$ cat config.mk
export PLATFORM = sky130hd
export DESIGN_NAME = amm_rdwr_master_flat
export DESIGN_NICKNAME = d
export VERILOG_FILES = /design/src/rtl/amm_rdwr_pkg.sv /design/src/rtl/amm_rdwr_master_if.sv /design/src/rtl/amm_rdwr_master_key_debounce.sv /design/src/rtl/amm_rdwr_master.sv /design/src/flat_wrapper.sv
export SDC_FILE = /design/constraint.sdc
export NUM_CORES = 1
export LEC_CHECK = 0
export CAP_MARGIN = 20
export CORE_MARGIN = 2
export CORE_UTILIZATION = 41
export CTS_BUF_LIST = sky130_fd_sc_hd__clkbuf_4 sky130_fd_sc_hd__clkbuf_8
export CTS_CLUSTER_SIZE = 8
export DETAILED_ROUTE_END_ITERATION = 12
export GPL_TIMING_DRIVEN = 0
export PLACE_DENSITY = 0.65
export SYNTH_ARGS = -nofsm -noshare
export SYNTH_HDL_FRONTEND = slang
export SYNTH_SLANG_ARGS = --single-unit
$ cat constraint.sdc
create_clock -name clk -period 5.2 [get_ports clk]
set_input_delay 1.56 -clock clk [delete_from_list [all_inputs] [get_ports clk]]
set_output_delay 1.56 -clock clk [all_outputs]
set_load 0.005 [all_outputs]
$ cat src/rtl/amm_rdwr_pkg.sv
// Shared types and constants for the Avalon-MM read/write demo master.
package amm_rdwr_pkg;

   typedef enum logic [1:0] {
      IDLE    = 2'd0,
      WR      = 2'd1,
      RD_REQ  = 2'd2,
      RD_WAIT = 2'd3
   } state_t;

   localparam logic [31:0] TIMEOUT_PATTERN = 32'hDEAD_BEEF;
   localparam logic [3:0]  BYTEENABLE_ALL  = 4'hF;

endpackage

$ cat src/rtl/amm_rdwr_master_if.sv
// Avalon-MM bus between the demo master and the SDRAM controller slave port.
interface amm_rdwr_master_if #(
   parameter int ADDRESSWIDTH = 28,
   parameter int DATAWIDTH    = 32
);
   logic [ADDRESSWIDTH-1:0] avm_address;
   logic                    avm_read;
   logic                    avm_write;
   logic [DATAWIDTH-1:0]    avm_writedata;
   logic [DATAWIDTH/8-1:0]  avm_byteenable;
   logic [DATAWIDTH-1:0]    avm_readdata;
   logic                    avm_waitrequest;
   logic                    avm_readdatavalid;

   modport master (
      output avm_address, avm_read, avm_write, avm_writedata, avm_byteenable,
      input  avm_readdata, avm_waitrequest, avm_readdatavalid
   );

   modport slave (
      input  avm_address, avm_read, avm_write, avm_writedata, avm_byteenable,
      output avm_readdata, avm_waitrequest, avm_readdatavalid
   );
endinterface

$ cat src/rtl/amm_rdwr_master_key_debounce.sv
// Synchronizes the action key, requires a stable level for DEBOUNCE_CYCLES, and
// emits a one-cycle press pulse on the debounced falling edge.
module key_debounce #(
   parameter int DEBOUNCE_CYCLES = 500000
) (
   input  logic clk,
   input  logic reset_n,
   input  logic n_action,
   output logic press
);
   localparam int            CW   = $clog2(DEBOUNCE_CYCLES) + 1;
   localparam logic [CW-1:0] LOAD = CW'(DEBOUNCE_CYCLES - 1);

   logic          sync1, sync2, level;
   logic [CW-1:0] cnt;

   // Synchronizer resets to the released level so reset never fakes a press.
   always_ff @(posedge clk) begin
      if (!reset_n) begin
         sync1 <= 1'b1;
         sync2 <= 1'b1;
         level <= 1'b1;
         cnt   <= LOAD;
         press <= 1'b0;
      end else begin
         sync1 <= n_action;
         sync2 <= sync1;
         press <= 1'b0;
         if (sync2 == level) begin
            cnt <= LOAD;
         end else if (cnt == '0) begin
            level <= sync2;
            cnt   <= LOAD;
            press <= level & ~sync2;
         end else begin
            cnt <= cnt - 1'b1;
         end
      end
   end
endmodule

$ cat src/rtl/amm_rdwr_master.sv
// Avalon-MM master turning switch/key input into single 32-bit SDRAM transfers
// and presenting address, write data or read data on the hex display bus.
module amm_rdwr_master
   import amm_rdwr_pkg::*;
#(
   parameter int          ADDRESSWIDTH    = 28,
   parameter int          DATAWIDTH       = 32,
   parameter int unsigned BASE_ADDR       = 0,
   parameter int          DEBOUNCE_CYCLES = 500000,
   parameter int          TIMEOUT_CYCLES  = 65535
) (
   input  logic                clk,
   input  logic                reset_n,
   input  logic                rdwr_cntl,
   input  logic                n_action,
   input  logic                add_data_sel,
   input  logic [15:0]         rdwr_address,
   output logic [31:0]         display_data,
   output logic                busy,
   output logic                error,
   amm_rdwr_master_if.master   avm
);
   // state   | meaning
   // IDLE    | waiting for a press; address phase latches the word address
   // WR      | write request held until the slave drops waitrequest
   // RD_REQ  | read request held until the slave drops waitrequest
   // RD_WAIT | read accepted, waiting for readdatavalid

   localparam logic [ADDRESSWIDTH-1:0] BASE_TRUNC = ADDRESSWIDTH'(BASE_ADDR);
   localparam logic [31:0]             TMO_LOAD   = 32'(TIMEOUT_CYCLES - 1);

   state_t                  state;
   logic                    press;
   logic [1:0]              rdwr_sync, sel_sync;
   logic [15:0]             sw_sync1, sw_sync2;
   logic [ADDRESSWIDTH-1:0] address_q;
   logic [DATAWIDTH-1:0]    wdata_q;
   logic                    read_q, write_q;
   logic [31:0]             tmo_cnt;

   key_debounce #(.DEBOUNCE_CYCLES(DEBOUNCE_CYCLES)) u_deb (
      .clk      (clk),
      .reset_n  (reset_n),
      .n_action (n_action),
      .press    (press)
   );

   always_ff @(posedge clk) begin
      if (!reset_n) begin
         rdwr_sync <= '0;
         sel_sync  <= '0;
         sw_sync1  <= '0;
         sw_sync2  <= '0;
      end else begin
         rdwr_sync <= {rdwr_sync[0], rdwr_cntl};
         sel_sync  <= {sel_sync[0], add_data_sel};
         sw_sync1  <= rdwr_address;
         sw_sync2  <= sw_sync1;
      end
   end

   always_ff @(posedge clk) begin
      if (!reset_n) begin
         state        <= IDLE;
         address_q    <= BASE_TRUNC;
         wdata_q      <= '0;
         read_q       <= 1'b0;
         write_q      <= 1'b0;
         display_data <= '0;
         error        <= 1'b0;
         tmo_cnt      <= '0;
      end else begin
         case (state)
            IDLE: begin
               if (press) begin
                  if (!sel_sync[1]) begin
                     address_q    <= BASE_TRUNC + ADDRESSWIDTH'({sw_sync2, 2'b00});
                     display_data <= {16'h0, sw_sync2};
                  end else if (rdwr_sync[1]) begin
                     wdata_q <= DATAWIDTH'(sw_sync2);
                     write_q <= 1'b1;
                     tmo_cnt <= TMO_LOAD;
                     state   <= WR;
                  end else begin
                     read_q  <= 1'b1;
                     tmo_cnt <= TMO_LOAD;
                     state   <= RD_REQ;
                  end
               end
            end
            WR: begin
               if (!avm.avm_waitrequest) begin
                  write_q      <= 1'b0;
                  display_data <= 32'(wdata_q);
                  state        <= IDLE;
               end else if (tmo_cnt == '0) begin
                  write_q      <= 1'b0;
                  display_data <= TIMEOUT_PATTERN;
                  error        <= 1'b1;
                  state        <= IDLE;
               end else begin
                  tmo_cnt <= tmo_cnt - 1'b1;
               end
            end
            RD_REQ: begin
               if (!avm.avm_waitrequest) begin
                  read_q <= 1'b0;
                  state  <= RD_WAIT;
                  if (tmo_cnt != '0) tmo_cnt <= tmo_cnt - 1'b1;
               end else if (tmo_cnt == '0) begin
                  read_q       <= 1'b0;
                  display_data <= TIMEOUT_PATTERN;
                  error        <= 1'b1;
                  state        <= IDLE;
               end else begin
                  tmo_cnt <= tmo_cnt - 1'b1;
               end
            end
            RD_WAIT: begin
               if (avm.avm_readdatavalid) begin
                  display_data <= 32'(avm.avm_readdata);
                  state        <= IDLE;
               end else if (tmo_cnt == '0) begin
                  display_data <= TIMEOUT_PATTERN;
                  error        <= 1'b1;
                  state        <= IDLE;
               end else begin
                  tmo_cnt <= tmo_cnt - 1'b1;
               end
            end
            default: state <= IDLE;
         endcase
      end
   end

   assign busy               = (state != IDLE);
   assign avm.avm_address    = address_q;
   assign avm.avm_read       = read_q;
   assign avm.avm_write      = write_q;
   assign avm.avm_writedata  = wdata_q;
   assign avm.avm_byteenable = BYTEENABLE_ALL;
endmodule

$ cat src/flat_wrapper.sv
// flat-port wrapper written by rule: the top's interface ports become plain ports
module amm_rdwr_master_flat import amm_rdwr_pkg::*;
#(
   parameter int          ADDRESSWIDTH    = 28,
   parameter int          DATAWIDTH       = 32,
   parameter int unsigned BASE_ADDR       = 0,
   parameter int          DEBOUNCE_CYCLES = 500000,
   parameter int          TIMEOUT_CYCLES  = 65535
)
  (clk, reset_n, rdwr_cntl, n_action, add_data_sel, rdwr_address, display_data, busy, error, avm_avm_address, avm_avm_read, avm_avm_write, avm_avm_writedata, avm_avm_byteenable, avm_avm_readdata, avm_avm_waitrequest, avm_avm_readdatavalid);
  amm_rdwr_master_if #(.ADDRESSWIDTH(ADDRESSWIDTH), .DATAWIDTH(DATAWIDTH)) avm_i ();
  input  logic clk;
  input  logic reset_n;
  input  logic rdwr_cntl;
  input  logic n_action;
  input  logic add_data_sel;
  input  logic [15:0] rdwr_address;
  output logic [31:0] display_data;
  output logic busy;
  output logic error;
  output wire logic [$bits(avm_i.avm_address)-1:0] avm_avm_address;
  output wire logic [$bits(avm_i.avm_read)-1:0] avm_avm_read;
  output wire logic [$bits(avm_i.avm_write)-1:0] avm_avm_write;
  output wire logic [$bits(avm_i.avm_writedata)-1:0] avm_avm_writedata;
  output wire logic [$bits(avm_i.avm_byteenable)-1:0] avm_avm_byteenable;
  input wire logic [$bits(avm_i.avm_readdata)-1:0] avm_avm_readdata;
  input wire logic [$bits(avm_i.avm_waitrequest)-1:0] avm_avm_waitrequest;
  input wire logic [$bits(avm_i.avm_readdatavalid)-1:0] avm_avm_readdatavalid;
  assign avm_avm_address = avm_i.avm_address;
  assign avm_avm_read = avm_i.avm_read;
  assign avm_avm_write = avm_i.avm_write;
  assign avm_avm_writedata = avm_i.avm_writedata;
  assign avm_avm_byteenable = avm_i.avm_byteenable;
  assign avm_i.avm_readdata = avm_avm_readdata;
  assign avm_i.avm_waitrequest = avm_avm_waitrequest;
  assign avm_i.avm_readdatavalid = avm_avm_readdatavalid;
  amm_rdwr_master #(.ADDRESSWIDTH(ADDRESSWIDTH), .DATAWIDTH(DATAWIDTH), .BASE_ADDR(BASE_ADDR), .DEBOUNCE_CYCLES(DEBOUNCE_CYCLES), .TIMEOUT_CYCLES(TIMEOUT_CYCLES)) u_core (.clk(clk), .reset_n(reset_n), .rdwr_cntl(rdwr_cntl), .n_action(n_action), .add_data_sel(add_data_sel), .rdwr_address(rdwr_address), .display_data(display_data), .busy(busy), .error(error), .avm(avm_i));
endmodule
==> results_tabular.tex, run 1 <==
\begin{tabular}{lr}
\hline
Metric & Value \\
\hline
\multicolumn{2}{l}{\textbf{Die}} \\
\quad Horizontal extent of the die & 135.5 um \\
\quad Total Die Area & 18360 um2 \\
\quad Cell row count & 48 \\
\quad Count of boundary I/O pins & 155 \\
\quad Height of the die & 135.5 um \\
\quad Core region area & 17120 um2 \\
\quad Initial Util & 0.4141 \\
\multicolumn{2}{l}{\textbf{GRT}} \\
\quad Maximum number of pins on one net before global-route repair & 17 \\
\quad Vias in the first global route & 5950 \\
\quad Antenna violations before repair & 0 \\
\quad First-pass GRT wire length & 32170 um \\
\quad Remaining global-route overflow & 0 \\
\quad GR Util All Layers & 0.2281 \\
\multicolumn{2}{l}{\textbf{STA}} \\
\quad Transition time of the tightest slew-check pin & 0.9392 ns \\
\quad Max Clk Rate & 0.2382 GHz \\
\quad Headroom to the max-slew limit & 0.3705 \\
\quad Total negative slack & 0 ns \\
\quad Setup repair after global routing missed its margin & no \\
\quad Total of endpoints with negative setup slack in the final report & 0 \\
\quad Endpoints failing hold & 0 \\
\quad Final worst-path cycle share & 0.8073 \\
\quad Fin crit period & 4.198 ns \\
\quad Worst clock skew on the final layout & 0.01605 ns \\
\quad Number of pins with negative max-slew slack in the final report & 0 \\
\multicolumn{2}{l}{\textbf{Finish}} \\
\quad Number of diodes & 0 \\
\quad Share of post-route cells with drive strength above 1 & 0.08366 \\
\quad Area added between synthesis and finish & 28.70\% \\
\quad Final design utilization & 0.5330 \\
\quad Net count reported at finish & 1066 \\
\multicolumn{2}{l}{\textbf{Clock network}} \\
\quad Cts hold-fix bufs & 0 \\
\quad Number of clock sinks & 161 \\
\quad Number of post-CTS setup repair buffers & 0 \\
\quad Clock buffer count from CTS & 17 \\
\quad Resized cells post-CTS & 0 \\
\quad CTS root buf & clkbuf\_8 \\
\quad Maximum buffer depth of the clock tree & 2 \\
\quad Number of levels in the clock H-tree & 4 \\
\quad Clock tree from TritonCTS & done \\
\quad Latest clock arrival within the worst-skew pair & 0.46 ns \\
\quad Clock slew at reported path FFs & 0.10 ns \\
\multicolumn{2}{l}{\textbf{Logic synthesis}} \\
\quad Yosys warning count & 0 \\
\quad Share of the yosys chip area belonging to registers & 0.4547 \\
\quad Synth Flop Type & dfxtp\_1 \\
\quad Synthesized netlist cell count & 830 \\
\quad FFs w/ async S/R, synth & 0 \\
\quad Count of distinct cell types in the synthesized netlist & 68 \\
\quad Cell accounting for the most synthesized area & dfxtp\_1 \\
\quad Flop and latch count out of synthesis & 161 \\
\quad Count of flip-flops with a built-in enable after synthesis & 0 \\
\quad Average instance area after synthesis & 8.540 um2 \\
\quad Post-synth top area share & 0.4547 \\
\quad Top cells by area in the synthesized netlist & dfxtp\_1 45\%, nand2\_1 6.1\%, a21oi\_1 4.4\% \\
\quad Netlist area before placement & 7088 um2 \\
\multicolumn{2}{l}{\textbf{Route}} \\
\quad Average wire per cell in the routed design & 16.61 um \\
\quad Number of search-and-repair iterations in the first detailed-routing pass & 6 \\
\quad 1st-iter DRT viols & 511 \\
\quad DRC violations left & 0 \\
\quad Final routed wirelength across all metal layers & 20610 um \\
\quad DR vias & 6580 \\
\quad Ratio of routed vias to standard cells & 5.302 \\
\quad Post-detailed-route count of antenna-violating nets & 0 \\
\multicolumn{2}{l}{\textbf{Placed design}} \\
\quad Post-DP HPWL & 15310 um \\
\quad Port-buffer cells & 122 \\
\quad Final weighted congestion in routability-driven placement & 0.8628 \\
\multicolumn{2}{l}{\textbf{Setup path}} \\
\quad Critical path data arrival time & 2.64 ns \\
\quad Startpoint types & flop \\
\quad Endpoint type of the worst setup path & primary output \\
\quad Worst setup path class & flop to primary output \\
\quad Highest net fanout along the worst path & 10 \\
\quad Endpoint required time on the critical path & 3.64 ns \\
\multicolumn{2}{l}{\textbf{Power and ir drop}} \\
\quad Pleak & 3.301 nW \\
\quad Maximum ir drop on the vdd rail & 403.7 uV \\
\quad Power per cell area & 506.9 nW/um2 \\
\multicolumn{2}{l}{\textbf{Worst hold path}} \\
\quad Min-Delay Path Class & flop to flop \\
\multicolumn{2}{l}{\textbf{Flow run}} \\
\quad Max-cap viol count & 0 \\
\multicolumn{2}{l}{\textbf{Run status}} \\
\quad Result of the run & finished, final reports clean \\
\hline
\end{tabular}
## cells in the final DEF, fill, tap and decap left out, types with 8 or more instances in the layout
master,Yosys,layout
a21oi_1,62,62
a22oi_1,16,16
a311oi_1,16,16
a31oi_1,11,11
and2_1,39,39
buf_4,32,33
clkbuf_1,43,43
clkbuf_8,0,17
clkdlybuf4s50_1,0,122
conb_1,2,32
dfxtp_1,161,161
ha_1,8,8
inv_1,9,9
inv_6,0,8
nand2_1,116,116
nand2b_1,10,10
nand3_1,9,9
nor2_1,47,47
nor3_1,30,30
nor4_1,13,13
o21ai_0,53,53
or3_1,30,30
or4_1,13,13
xnor2_1,12,12
## power by group
part / internal, W / total (W) / switching [W] / leakage, nW
clock network: 0.000449 / 0.000954 / 0.000505 / 0.211
logic: 0.000767 / 0.00220 / 0.00144 / 1.78
registers: 0.00135 / 0.00147 / 0.000113 / 1.31
## cell usage after synthesis, drive strengths merged (3+ instances only)
cell type	n
a21boi	3
a21o	3
a21oi	62
a22oi	16
a311oi	16
a31oi	11
a32o	7
and2	39
buf	37
clkbuf	43
dfxtp	161
ha	8
inv	9
nand2	116
nand2b	10
nand3	11
nand4	6
nor2	47
nor2b	4
nor3	31
nor4	14
o211ai	7
o21a	6
o21ai	56
o22ai	3
o31a	3
o31ai	7
or2	3
or3	30
or4	14
xnor2	12
xor2	4
## stage by stage
| step | worst slack [ns] | area, um2 | hold WS (ns) | total power [W] | instances |
|---|---|---|---|---|---|
| finish | 1.002 | 9123 | 0.4082 | 0.004624 | 1241 |
| CTS | 0.9860 | 9115 | 0.4140 | 0.004603 | 1240 |
| detailed placement | 0.6193 | 8711 | 0.3956 | 0.003646 | 1208 |
| global route | 0.8418 | 9123 | 0.4478 | 0.004937 | 1241 |
| global placement | 0.6327 | 8703 | 0.3876 | 0.003640 | 1207 |
| floorplan | 1.668 | 7201 | 0.3711 | 0.002966 | 860 |
## final cells by class
cell class              count  area [um2]
flip-flops and latches    161        3223
fillers                  1660        7994
multi-input cells         609        3496
repair buffers            124        1236
clock buffers              18       241.5
clock inverters            14       162.7
inverters                  10       37.54
plain buffers              80       444.2
well taps                 225       281.5
## registers in the layout, indices dropped and copies added, names as in the netlist
register                  count
u_core.avm.avm_address       16
u_core.u_deb.press            1
u_core.state                  2
u_core.rdwr_sync              2
u_core.avm.avm_read           1
u_core.avm.avm_writedata     16
u_core.sw_sync1              16
u_core.u_deb.sync2            1
u_core.tmo_cnt               32
u_core.error                  1
u_core.sw_sync2              16
u_core.u_deb.sync1            1
u_core.sel_sync               2
u_core.u_deb.cnt             20
u_core.avm.avm_write          1
u_core.u_deb.level            1
u_core.display_data          32
## critical path, stage by stage, from the launching register on
cell and delay, ns:
dfxtp_1 0.41, inv_1 0.08, ha_1 0.17, clkbuf_1 0.20
inv_1 0.21, clkbuf_1 0.49, clkdlybuf4s50_1 0.61
## cell families (layout without fill, tap and decap cells)
logic type / after synthesis / after routing / synth area share
AO/OA/AOI/OAI: 216 / 216 / 0.1986
XOR/XNOR: 16 / 16 / 0.01977
adder cells (fa/ha/maj): 8 / 8 / 0.01412
buffers and inverters: 90 / 246 / 0.06796
flip-flops: 161 / 161 / 0.4547
multiplexers: 3 / 3 / 0.004413
other: 2 / 32 / 0.001060
AND/OR/NAND/NOR: 334 / 334 / 0.2394
## path summary, 6_finish.rpt
check,start,depth (start not counted),slack (ns),endpoint
max,u_core.state[1]$_SDFFE_PN0P_,6,1.00,busy
min,u_core.u_deb.cnt[0]$_SDFF_PP1_,1,0.41,u_core.u_deb.cnt[0]$_SDFF_PP1_
min reg2reg,u_core.u_deb.cnt[0]$_SDFF_PP1_,1,0.41,u_core.u_deb.cnt[0]$_SDFF_PP1_
max reg2reg,u_core.state[1]$_SDFFE_PN0P_,8,1.98,u_core.tmo_cnt[2]$_SDFFE_PN0P_
## layer usage
metal / vias to the layer above / part of all wire / GRT usage
li1: 3258 / - / -
met1: 3054 / 0.46 / 0.3152
met2: 244 / 0.45 / 0.3593
met3: 24 / 0.073 / 0.04527
met4: 0 / 0.015 / 0.07292
met5: - / 0 / 0
No activity file was read; power rests on OpenSTA's default activity.
==> run 2: changes to the inputs <==
==> constraint.sdc (replaced) <==
create_clock -name clk -period 4.1 [get_ports clk]
set_input_delay 1.23 -clock clk [delete_from_list [all_inputs] [get_ports clk]]
set_output_delay 1.23 -clock clk [all_outputs]
set_load 0.005 [all_outputs]
==> results of run 2 <==
The final DEF is identical to that of run 1. Status: finished, final reports clean.
Main changes from that run: setup slack after placement 0.6193 ns -> -0.1507 ns; setup slack after layout 1.002 ns -> 0.2322 ns; register-to-register setup slack 1.98 ns -> 0.88 ns; total power 0.004624 W -> 0.005864 W; worst IR drop on VDD 403.7 uV -> 512.1 uV
